==> config.mk <==
export PLATFORM = sky130hd
export DESIGN_NAME = tick_sched_ctrl
export DESIGN_NICKNAME = d
export VERILOG_FILES = /design/src/rtl/tick_sched_ctrl.sv
export SDC_FILE = /design/constraint.sdc
export NUM_CORES = 1
export LEC_CHECK = 0
export CORE_MARGIN = 2
export CORE_UTILIZATION = 30
export CTS_BUF_LIST = sky130_fd_sc_hd__clkbuf_8
export DETAILED_ROUTE_END_ITERATION = 8
export GPL_TIMING_DRIVEN = 1
export MAX_ROUTING_LAYER = met4
export PLACE_DENSITY = 0.51
export SLEW_MARGIN = 20
export SYNTH_ARGS = -nofsm -noshare
export SYNTH_HDL_FRONTEND = slang
export SYNTH_SLANG_ARGS = --single-unit
==> constraint.sdc <==
create_clock -name clk_in -period 3.75 [get_ports clk_in]
set_clock_uncertainty 0.2 [all_clocks]
set_input_delay 0.75 -clock clk_in [delete_from_list [all_inputs] [get_ports clk_in]]
set_output_delay 0.75 -clock clk_in [all_outputs]
set_load 0.02 [all_outputs]
==> src/rtl/tick_sched_ctrl.sv <==
// Run/stop/single-step timebase controller: a one-cycle tick every cur_div clk_in cycles and a clk_out that toggles on each tick.
// Optional feature macro TICK_CNT_EN adds a 16-bit tick counter output (tick_cnt).
module tick_sched_ctrl #(
    parameter int CNT_W   = 18,
    parameter int DEF_DIV = 5000
) (
    input  logic             clk_in,
    input  logic             reset,
    input  logic             start,
    input  logic             stop,
    input  logic             step,
    input  logic [CNT_W-1:0] div_in,
    input  logic             div_valid,
    output logic             div_ready,
    output logic [CNT_W-1:0] cur_div,
    output logic             tick,
    output logic             clk_out,
    output logic             busy,
    output logic [1:0]       o_dbg_state
`ifdef TICK_CNT_EN
    ,
    output logic [15:0]      tick_cnt
`endif
);

    typedef enum logic [1:0] {
        ST_IDLE = 2'd0,
        ST_RUN  = 2'd1,
        ST_STEP = 2'd2
    } state_t;

    localparam logic [CNT_W-1:0] DEF_DIV_W = CNT_W'(DEF_DIV);
    localparam logic [CNT_W-1:0] MIN_DIV   = CNT_W'(2);

    state_t           r_state;
    logic [CNT_W-1:0] r_cnt;
    logic [CNT_W-1:0] r_cur_div;
    logic [CNT_W-1:0] r_pend_div;
    logic             r_pend_vld;
    logic             r_tick;
    logic             r_clk_out;
    logic             r_busy;
    logic             r_div_ready;

    state_t           w_next_state;
    logic [CNT_W-1:0] w_cnt_next;
    logic [CNT_W-1:0] w_cur_div_next;
    logic [CNT_W-1:0] w_pend_div_next;
    logic             w_pend_vld_next;
    logic             w_tick_next;
    logic             w_clk_out_next;
    logic             w_active;
    logic             w_wrap;
    logic             w_kill;
    logic             w_to_idle;
    logic             w_accept;
    logic [CNT_W-1:0] w_div_clamped;

    // Load port: a divisor transfers on any edge where div_valid && div_ready;
    // div_ready is a register (never a function of div_valid) and is low only
    // while a divisor waits in the pending register for the next period wrap.
    assign w_accept      = div_valid && r_div_ready;
    assign w_div_clamped = (div_in < MIN_DIV) ? MIN_DIV : div_in;
    assign w_active      = (r_state != ST_IDLE);
    assign w_wrap        = w_active && (r_cnt == (r_cur_div - CNT_W'(1)));
    assign w_kill        = stop && w_active;
    assign w_to_idle     = w_active && (w_next_state == ST_IDLE);

    always_ff @(posedge clk_in or posedge reset) begin
        if (reset) begin
            r_state     <= ST_IDLE;
            r_cnt       <= '0;
            r_cur_div   <= DEF_DIV_W;
            r_pend_div  <= '0;
            r_pend_vld  <= 1'b0;
            r_tick      <= 1'b0;
            r_clk_out   <= 1'b0;
            r_busy      <= 1'b0;
            r_div_ready <= 1'b1;
        end else begin
            r_state     <= w_next_state;
            r_cnt       <= w_cnt_next;
            r_cur_div   <= w_cur_div_next;
            r_pend_div  <= w_pend_div_next;
            r_pend_vld  <= w_pend_vld_next;
            r_tick      <= w_tick_next;
            r_clk_out   <= w_clk_out_next;
            r_busy      <= (w_next_state != ST_IDLE);
            r_div_ready <= !w_pend_vld_next;
        end
    end

    always_comb begin
        w_next_state    = r_state;
        w_cnt_next      = r_cnt;
        w_cur_div_next  = r_cur_div;
        w_pend_div_next = r_pend_div;
        w_pend_vld_next = r_pend_vld;
        w_tick_next     = 1'b0;
        w_clk_out_next  = r_clk_out;

        // stop also blocks start/step when idle, keeping stop > start > step
        if (stop) begin
            if (w_active) begin
                w_next_state = ST_IDLE;
            end
        end else begin
            case (r_state)
                ST_IDLE: begin
                    if (start) begin
                        w_next_state = ST_RUN;
                    end else if (step) begin
                        w_next_state = ST_STEP;
                    end
                end
                ST_RUN:  w_next_state = ST_RUN;
                ST_STEP: begin
                    if (r_tick) begin
                        w_next_state = ST_IDLE;
                    end
                end
                default: w_next_state = ST_IDLE;
            endcase
        end

        if ((w_next_state == ST_IDLE) || !w_active || w_wrap) begin
            w_cnt_next = '0;
        end else begin
            w_cnt_next = r_cnt + CNT_W'(1);
        end

        w_tick_next = w_wrap && !w_kill;
        if (w_kill) begin
            w_clk_out_next = 1'b0;
        end else if (w_tick_next) begin
            w_clk_out_next = !r_clk_out;
        end

        // Idle loads land directly; loads while running wait for the wrap
        if (w_to_idle) begin
            if (w_accept) begin
                w_cur_div_next = w_div_clamped;
            end else if (r_pend_vld) begin
                w_cur_div_next = r_pend_div;
            end
            w_pend_vld_next = 1'b0;
        end else if (!w_active) begin
            if (w_accept) begin
                w_cur_div_next = w_div_clamped;
            end
        end else begin
            if (w_wrap && r_pend_vld) begin
                w_cur_div_next  = r_pend_div;
                w_pend_vld_next = 1'b0;
            end
            if (w_accept) begin
                w_pend_div_next = w_div_clamped;
                w_pend_vld_next = 1'b1;
            end
        end
    end

`ifdef TICK_CNT_EN
    logic [15:0] r_tick_cnt;

    always_ff @(posedge clk_in or posedge reset) begin
        if (reset) begin
            r_tick_cnt <= 16'd0;
        end else if ((r_state == ST_IDLE) && (w_next_state == ST_RUN)) begin
            r_tick_cnt <= 16'd0;
        end else if (w_tick_next) begin
            r_tick_cnt <= r_tick_cnt + 16'd1;
        end
    end

    assign tick_cnt = r_tick_cnt;
`endif

    assign div_ready   = r_div_ready;
    assign cur_div     = r_cur_div;
    assign tick        = r_tick;
    assign clk_out     = r_clk_out;
    assign busy        = r_busy;
    assign o_dbg_state = r_state;

endmodule

==> results of run 1 <==
## critical path, cell delays in order (launching register included)
cell and delay (ns):
dfstp_2 0.41, or4_1 0.61, nor2_1 0.20, a41oi_1 0.17
or4_1 0.55, a211oi_1 0.26, nand4_2 0.24, a21oi_4 0.23
buf_12 0.18, mux2_2 0.34
## per-layer routing
| metal | global-route usage [%] | up-vias | wire length [µm] |
|---|---|---|---|
| li1 | - | 1271 | - |
| met1 | 19.2 | 1258 | 3880 |
| met2 | 22.0 | 30 | 3990 |
| met3 | 2.78 | 8 | 232 |
| met4 | 5.43 | 0 | 99 |
| met5 | - | - | 0 |
## per-stage QoR
step | total power, W | setup WS, ns | utilization, % | hold slack [ns] | instance area [µm²]
6_report | 0.00312 | 0.226 | 39.0 | 0.301 | 4430
5_1_grt | 0.00333 | 0.0357 | 39.0 | 0.320 | 4430
3_5_place_dp | 0.00239 | 0.228 | 36.7 | 0.290 | 4170
2_1_floorplan | 0.00192 | 0.0799 | - | 0.275 | 3470
4_1_cts | 0.00317 | 0.207 | 39.0 | 0.306 | 4430
3_3_place_gp | 0.00239 | 0.284 | 36.7 | 0.284 | 4170
## layout make-up
cell class | count | area [µm²]
clock buffers | 12 | 165
clock inverters | 4 | 93.8
fillers | 1149 | 6940
inverters | 5 | 18.8
multi-input cells | 248 | 1860
flip-flops and latches | 61 | 1530
well taps | 143 | 179
repair buffers | 58 | 578
## cell usage after synthesis, types with 2 or more instances
library cell,instances,share of area [%]
dfrtp_1,55,40
nor2_1,41,4.4
mux2_2,40,13
xor2_1,26,6.6
xnor2_1,17,4.3
nand2_1,15,1.6
nand3_1,12,1.7
nor4_1,11,2.0
nor3_1,10,1.4
clkbuf_1,8,0.87
mux2_4,8,3.5
nand4_1,8,1.4
nand2b_1,7,1.3
and3_1,6,1.1
dfstp_2,6,4.5
a21oi_1,5,0.72
inv_1,5,0.54
nand4b_1,5,1.3
mux2i_1,3,0.87
o21ai_0,3,0.43
a211oi_1,2,0.43
a21boi_0,2,0.43
a31oi_1,2,0.36
and2_1,2,0.36
ha_1,2,0.72
nor3b_1,2,0.43
or2_2,2,0.36
or4_1,2,0.43
## power by group through the flow
stage / Sequential, W / Clock [W] / Combinational [W]
2_1_floorplan: 0.00118 / 0 / 0.000737
3_3_place_gp: 0.00111 / 0 / 0.00128
3_5_place_dp: 0.00112 / 0 / 0.00127
4_1_cts: 0.00111 / 0.000779 / 0.00128
5_1_grt: 0.00115 / 0.000803 / 0.00137
6_report: 0.00111 / 0.000756 / 0.00126
## logic make-up after synthesis
group,count (synthesis),share of synthesized area (%)
AND/OR/NAND/NOR,129,19.7
flip-flops,61,44.3
multiplexers,51,17.3
XOR/XNOR,43,10.9
AO/OA/AOI/OAI,23,4.77
buffers and inverters,16,2.31
adder cells (fa/ha/maj),2,0.722
## registers in the layout (all words and copies together) (netlist names)
signal,count
r_cnt,18
o_dbg_state,2
r_pend_vld,1
tick,1
div_ready,1
cur_div,18
busy,1
clk_out,1
r_pend_div,18
## path summary, 6_finish.rpt
path / startpoint / endpoint / slack (ns) / cells past startpoint
max in group asynchronous: reset / cur_div[7] / 2.05 / 3
min in group asynchronous: reset / o_dbg_state[1] / 0.61 / 2
min reg2reg: r_pend_div[13] / r_pend_div[13] / 0.30 / 1
max: cur_div[7] / cur_div[14] / 0.23 / 9
max reg2reg: cur_div[7] / cur_div[14] / 0.23 / 9
min: r_pend_div[13] / r_pend_div[13] / 0.30 / 1
==> results by group, run 1 <==
Placed design
  • IO buf count: 47
  • Dpl cells: 515
  • Gpl congestion: 0.871
  • Dpl hpwl: 6150 µm

Detailed routing
  • Remaining antenna violation count after routing: 0
  • Final WL: 8200 µm
  • First-pass DRT Iterations: 4
  • DRT iter0 DRCs: 87
  • Via density: 4.83
  • DR DRC count: 0
  • Vias: 2,567
  • Wire per inst: 15.4 µm

Synth
  • Post-synthesis async set-or-reset flop share: 100%
  • Mapped Area: 0.00347 mm²
  • Syn_nets: 351
  • Ys Warns: 0
  • Number of flops mapped to enable cells by yosys: 0
  • Number of synthesized register bits: 61
  • Seq/Total Area, Yosys: 44.3%
  • Yosys cell types: 46
  • Most used DFF post-synth: dfrtp_1
  • Synth Instances: 325
  • Synthesized area per cell: 10.7 µm²

Finish
  • Most common cell after layout, fill and taps aside: dfrtp_1
  • Most frequent cells in the layout: 55 x dfrtp_1, 47 x clkdlybuf4s50_1, 41 x nor2_1, 40 x mux2_2, 26 x xor2_1
  • Layout cell share with drive strength beyond 1: 23.2%
  • Fin nets: 409
  • Finished Layout Cells: 531
  • Layout area overhead: 27.9%
  • Ant diodes: 0

Global route
  • Vias in the first global route: 2,675
  • GRT overflow: 0
  • First-pass GRT wire length: 13,800 µm
  • Total GRT Usage: 14.4%
  • Initial antenna violation count: 0
  • Largest net degree at the start of global routing: 34

Clocking
  • PostCTS Resize Cnt: 0
  • Clk slew on worst S/H paths: 0.07 ns
  • Root buf cell: clkbuf_8
  • CTS tree: built
  • Clock Latency Late Sink: 0.35 ns
  • CTS H-Tree Depth: 3
  • Cts hold-fix bufs: 0
  • CTS Buf Count: 9
  • CTS sink count: 61
  • CTS Buffer Depth: 2
  • Setup bufs post-CTS: 0

STA
  • Fin crit share: 94.0%
  • Worst-Margin Slew: 0.652 ns
  • Fin. max-slew vios: 0
  • Final min period: 3.52 ns
  • Final hold viol count: 0
  • RSZ-0062 raised after global routing: false
  • Fmax: 284 MHz
  • TNS Setup: 0 ns
  • Relative slew slack: 56.5%
  • Setup violators final: 0

Floorplan
  • Rows: 39
  • Die Ht: 111 µm
  • Starting density of the core: 30.5%
  • Ports: 48
  • Core footprint: 0.0114 mm²
  • Die width: 111 µm
  • Die area: 0.0124 mm²

Power
  • Seq pwr share: 35.4%
  • VDD IR max: 0.354 mV
  • Sw Share: 34.9%
  • Pleak: 1.81 nW
  • Combinational power share: 40.4%
  • Internal power: 0.00203 W
  • Clock power share: 24.2%
  • NetSw: 0.00109 W
  • Power density cells: 705 mW/mm²

Setup path
  • Worst Setup Path Type: reg -> reg
  • Critical-path maximum fanout: 18
  • Crit end category: flip-flop
  • CP arrival: 3.56 ns
  • CP Launch Type: flip-flop
  • CP required: 3.79 ns

Run status
  • Run status: complete, no violations

Flow run
  • Max-cap violations: 0

Hold path
  • Hold Crit Class: reg -> reg
No activity file was read; power rests on OpenSTA's default activity.
==> run 2: changes to the inputs <==
--- a/config.mk
+++ b/config.mk
@@ -5,14 +5,16 @@
 export SDC_FILE = /design/constraint.sdc
 export NUM_CORES = 1
 export LEC_CHECK = 0
+export CAP_MARGIN = 20
 export CORE_MARGIN = 2
 export CORE_UTILIZATION = 30
 export CTS_BUF_LIST = sky130_fd_sc_hd__clkbuf_8
+export CTS_CLUSTER_DIAMETER = 150
 export DETAILED_ROUTE_END_ITERATION = 8
 export GPL_TIMING_DRIVEN = 1
 export MAX_ROUTING_LAYER = met4
 export PLACE_DENSITY = 0.51
-export SLEW_MARGIN = 20
+export SLEW_MARGIN = 10
 export SYNTH_ARGS = -nofsm -noshare
 export SYNTH_HDL_FRONTEND = slang
 export SYNTH_SLANG_ARGS = --single-unit
==> results of run 2 <==
No change in the layout: final DEF, timing and power equal those of run 1.
==> run 3: changes to the inputs <==
--- a/config.mk
+++ b/config.mk
@@ -8,12 +8,11 @@
 export CAP_MARGIN = 20
 export CORE_MARGIN = 2
 export CORE_UTILIZATION = 30
-export CTS_BUF_LIST = sky130_fd_sc_hd__clkbuf_8
 export CTS_CLUSTER_DIAMETER = 150
 export DETAILED_ROUTE_END_ITERATION = 8
 export GPL_TIMING_DRIVEN = 1
 export MAX_ROUTING_LAYER = met4
-export PLACE_DENSITY = 0.51
+export PLACE_DENSITY = 0.52
 export SLEW_MARGIN = 10
 export SYNTH_ARGS = -nofsm -noshare
 export SYNTH_HDL_FRONTEND = slang
==> constraint.sdc (replaced) <==
create_clock -name clk_in -period 4 [get_ports clk_in]
set_clock_uncertainty 0.2 [all_clocks]
set_input_delay 0.8 -clock clk_in [delete_from_list [all_inputs] [get_ports clk_in]]
set_output_delay 0.8 -clock clk_in [all_outputs]
set_load 0.02 [all_outputs]
==> results by group, run 3 (synthesis results as in run 1) <==
Hold path
  • Hold path cells: 1
  • Hold Crit Class: reg -> reg

Finish
  • Fin nets: 405
  • Post-route cell area: 0.00449 mm²
  • Most common cell after layout, fill and taps aside: dfrtp_1
  • Filler Cell Count: 1,152
  • Most frequent cells in the layout: 55 x dfrtp_1, 47 x clkdlybuf4s50_1, 41 x nor2_1, 40 x mux2_2, 26 x xor2_1
  • Layout area overhead: 29.6%
  • Layout cell share with drive strength beyond 1: 22.4%
  • Final Util: 39.5%
  • Finished Layout Cells: 527
  • Ant diodes: 0

Global route
  • GR Util met1: 19.5%
  • Largest net degree at the start of global routing: 29
  • Met2 usage: 22.2%
  • GRT overflow: 0
  • Met3 Use GR: 3.54%
  • Initial antenna violation count: 0
  • Vias in the first global route: 2,709
  • Total GRT Usage: 14.6%
  • First-pass GRT wire length: 13,900 µm
  • GRT busiest layer: met2

Detailed routing
  • Via density: 4.96
  • Wire per inst: 15.6 µm
  • First-pass DRT Iterations: 4
  • DRT iter0 DRCs: 132
  • Remaining antenna violation count after routing: 0
  • Vias: 2,613
  • Final WL: 8240 µm
  • DR DRC count: 0

Clocking
  • Clock Latency Late Sink: 0.32 ns
  • Clk slew on worst S/H paths: 0.05 ns
  • CTS tree: built
  • PostCTS Resize Cnt: 0
  • CTS Buffer Depth: 2
  • CTS Buf Count: 9
  • CTS sink count: 61
  • CTS H-Tree Depth: 3
  • Cts hold-fix bufs: 0
  • Setup bufs post-CTS: 0
  • Root buf cell: clkbuf_16

STA
  • Fin crit share: 90.1%
  • Worst-Margin Slew: 0.706 ns
  • Setup violators final: 0
  • Final hold viol count: 0
  • Fin. max-slew vios: 0
  • TNS Setup: 0 ns
  • Fmax: 277 MHz
  • Relative slew slack: 52.5%
  • RSZ-0062 raised after global routing: false
  • Final min period: 3.60 ns
  • Setup ws final: 0.395 ns

Power
  • Power density cells: 703 mW/mm²
  • VDD IR max: 0.326 mV
  • Pleak: 1.83 nW

Placed design
  • Gpl congestion: 0.861
  • IO buf count: 47
  • Pre-CTS WS: 0.425 ns
  • Dpl cells: 511
  • Dpl hpwl: 6200 µm
  • Post-Place Cell Area: 0.00413 mm²

Setup path
  • Reg2reg path depth: 9
  • Crit end category: flip-flop
  • CP Launch Type: flip-flop
  • Worst Setup Path Type: reg -> reg
  • Critical-path maximum fanout: 18
  • CP arrival: 3.61 ns
  • CP required: 4.00 ns

Floorplan
  • Die area: 0.0124 mm²
  • Rows: 39
  • Die Ht: 111 µm
  • Die width: 111 µm
  • Starting density of the core: 30.5%
  • Core footprint: 0.0114 mm²
  • Ports: 48

Run status
  • Run status: complete, no violations

Flow run
  • Max-cap violations: 0
run 3: cell count changes in the layout (fill, tap and decap cells not counted), sizes merged:
cell and change:
inv -1, clkbuf +1, buf -4
run 3: layout make-up:
class                           count  area [µm²]  area share (%)
Multi-Input combinational cell    248        1860            41.5
Sequential cell                    61        1530            34.2
Timing Repair Buffer               54         536            11.9
Clock buffer                       13         270            6.02
Tap cell                          143         179            3.98
Clock inverter                      3        90.1            2.01
Inverter                            5        18.8           0.418
run 3: through the flow:
stage | power [W] | hold WS [ns]
floorplan | 0.00180 | 0.275
finish | 0.00316 | 0.302
detailed placement | 0.00225 | 0.293
global placement | 0.00224 | 0.284
CTS | 0.00319 | 0.305
global route | 0.00335 | 0.320
run 3: final timing paths:
kind                                start             end  slack [ns]
max                            cur_div[4]     cur_div[14]        0.40
min                        r_pend_div[10]  r_pend_div[10]        0.30
max reg2reg                    cur_div[4]     cur_div[14]        0.40
min reg2reg                r_pend_div[10]  r_pend_div[10]        0.30
max in group asynchronous           reset     cur_div[12]        2.33
min in group asynchronous           reset   r_pend_div[1]        0.55
run 3: worst max-delay path: stages, from the launching register on:
cell and delay [ns]:
dfrtp_1 0.44, or4_4 0.55, nor4_1 0.65, a21boi_0 0.26
nor3_1 0.10, a211oi_1 0.29, nand4_2 0.24, a21oi_4 0.22
buf_12 0.19, mux2_2 0.34
run 3: where the power goes:
part | switching, W | leakage (nW) | internal [W]
Sequential | 0.000231 | 0.764 | 0.000829
Combinational | 0.000566 | 0.886 | 0.000605
Clock | 0.000265 | 0.176 | 0.000660
run 3: metal layers:
| layer | up-vias | share of wire, % |
|---|---|---|
| li1 | 1271 | - |
| met1 | 1273 | 49 |
| met2 | 61 | 46 |
| met3 | 8 | 4.3 |
| met4 | 0 | 1.1 |
| met5 | - | 0 |
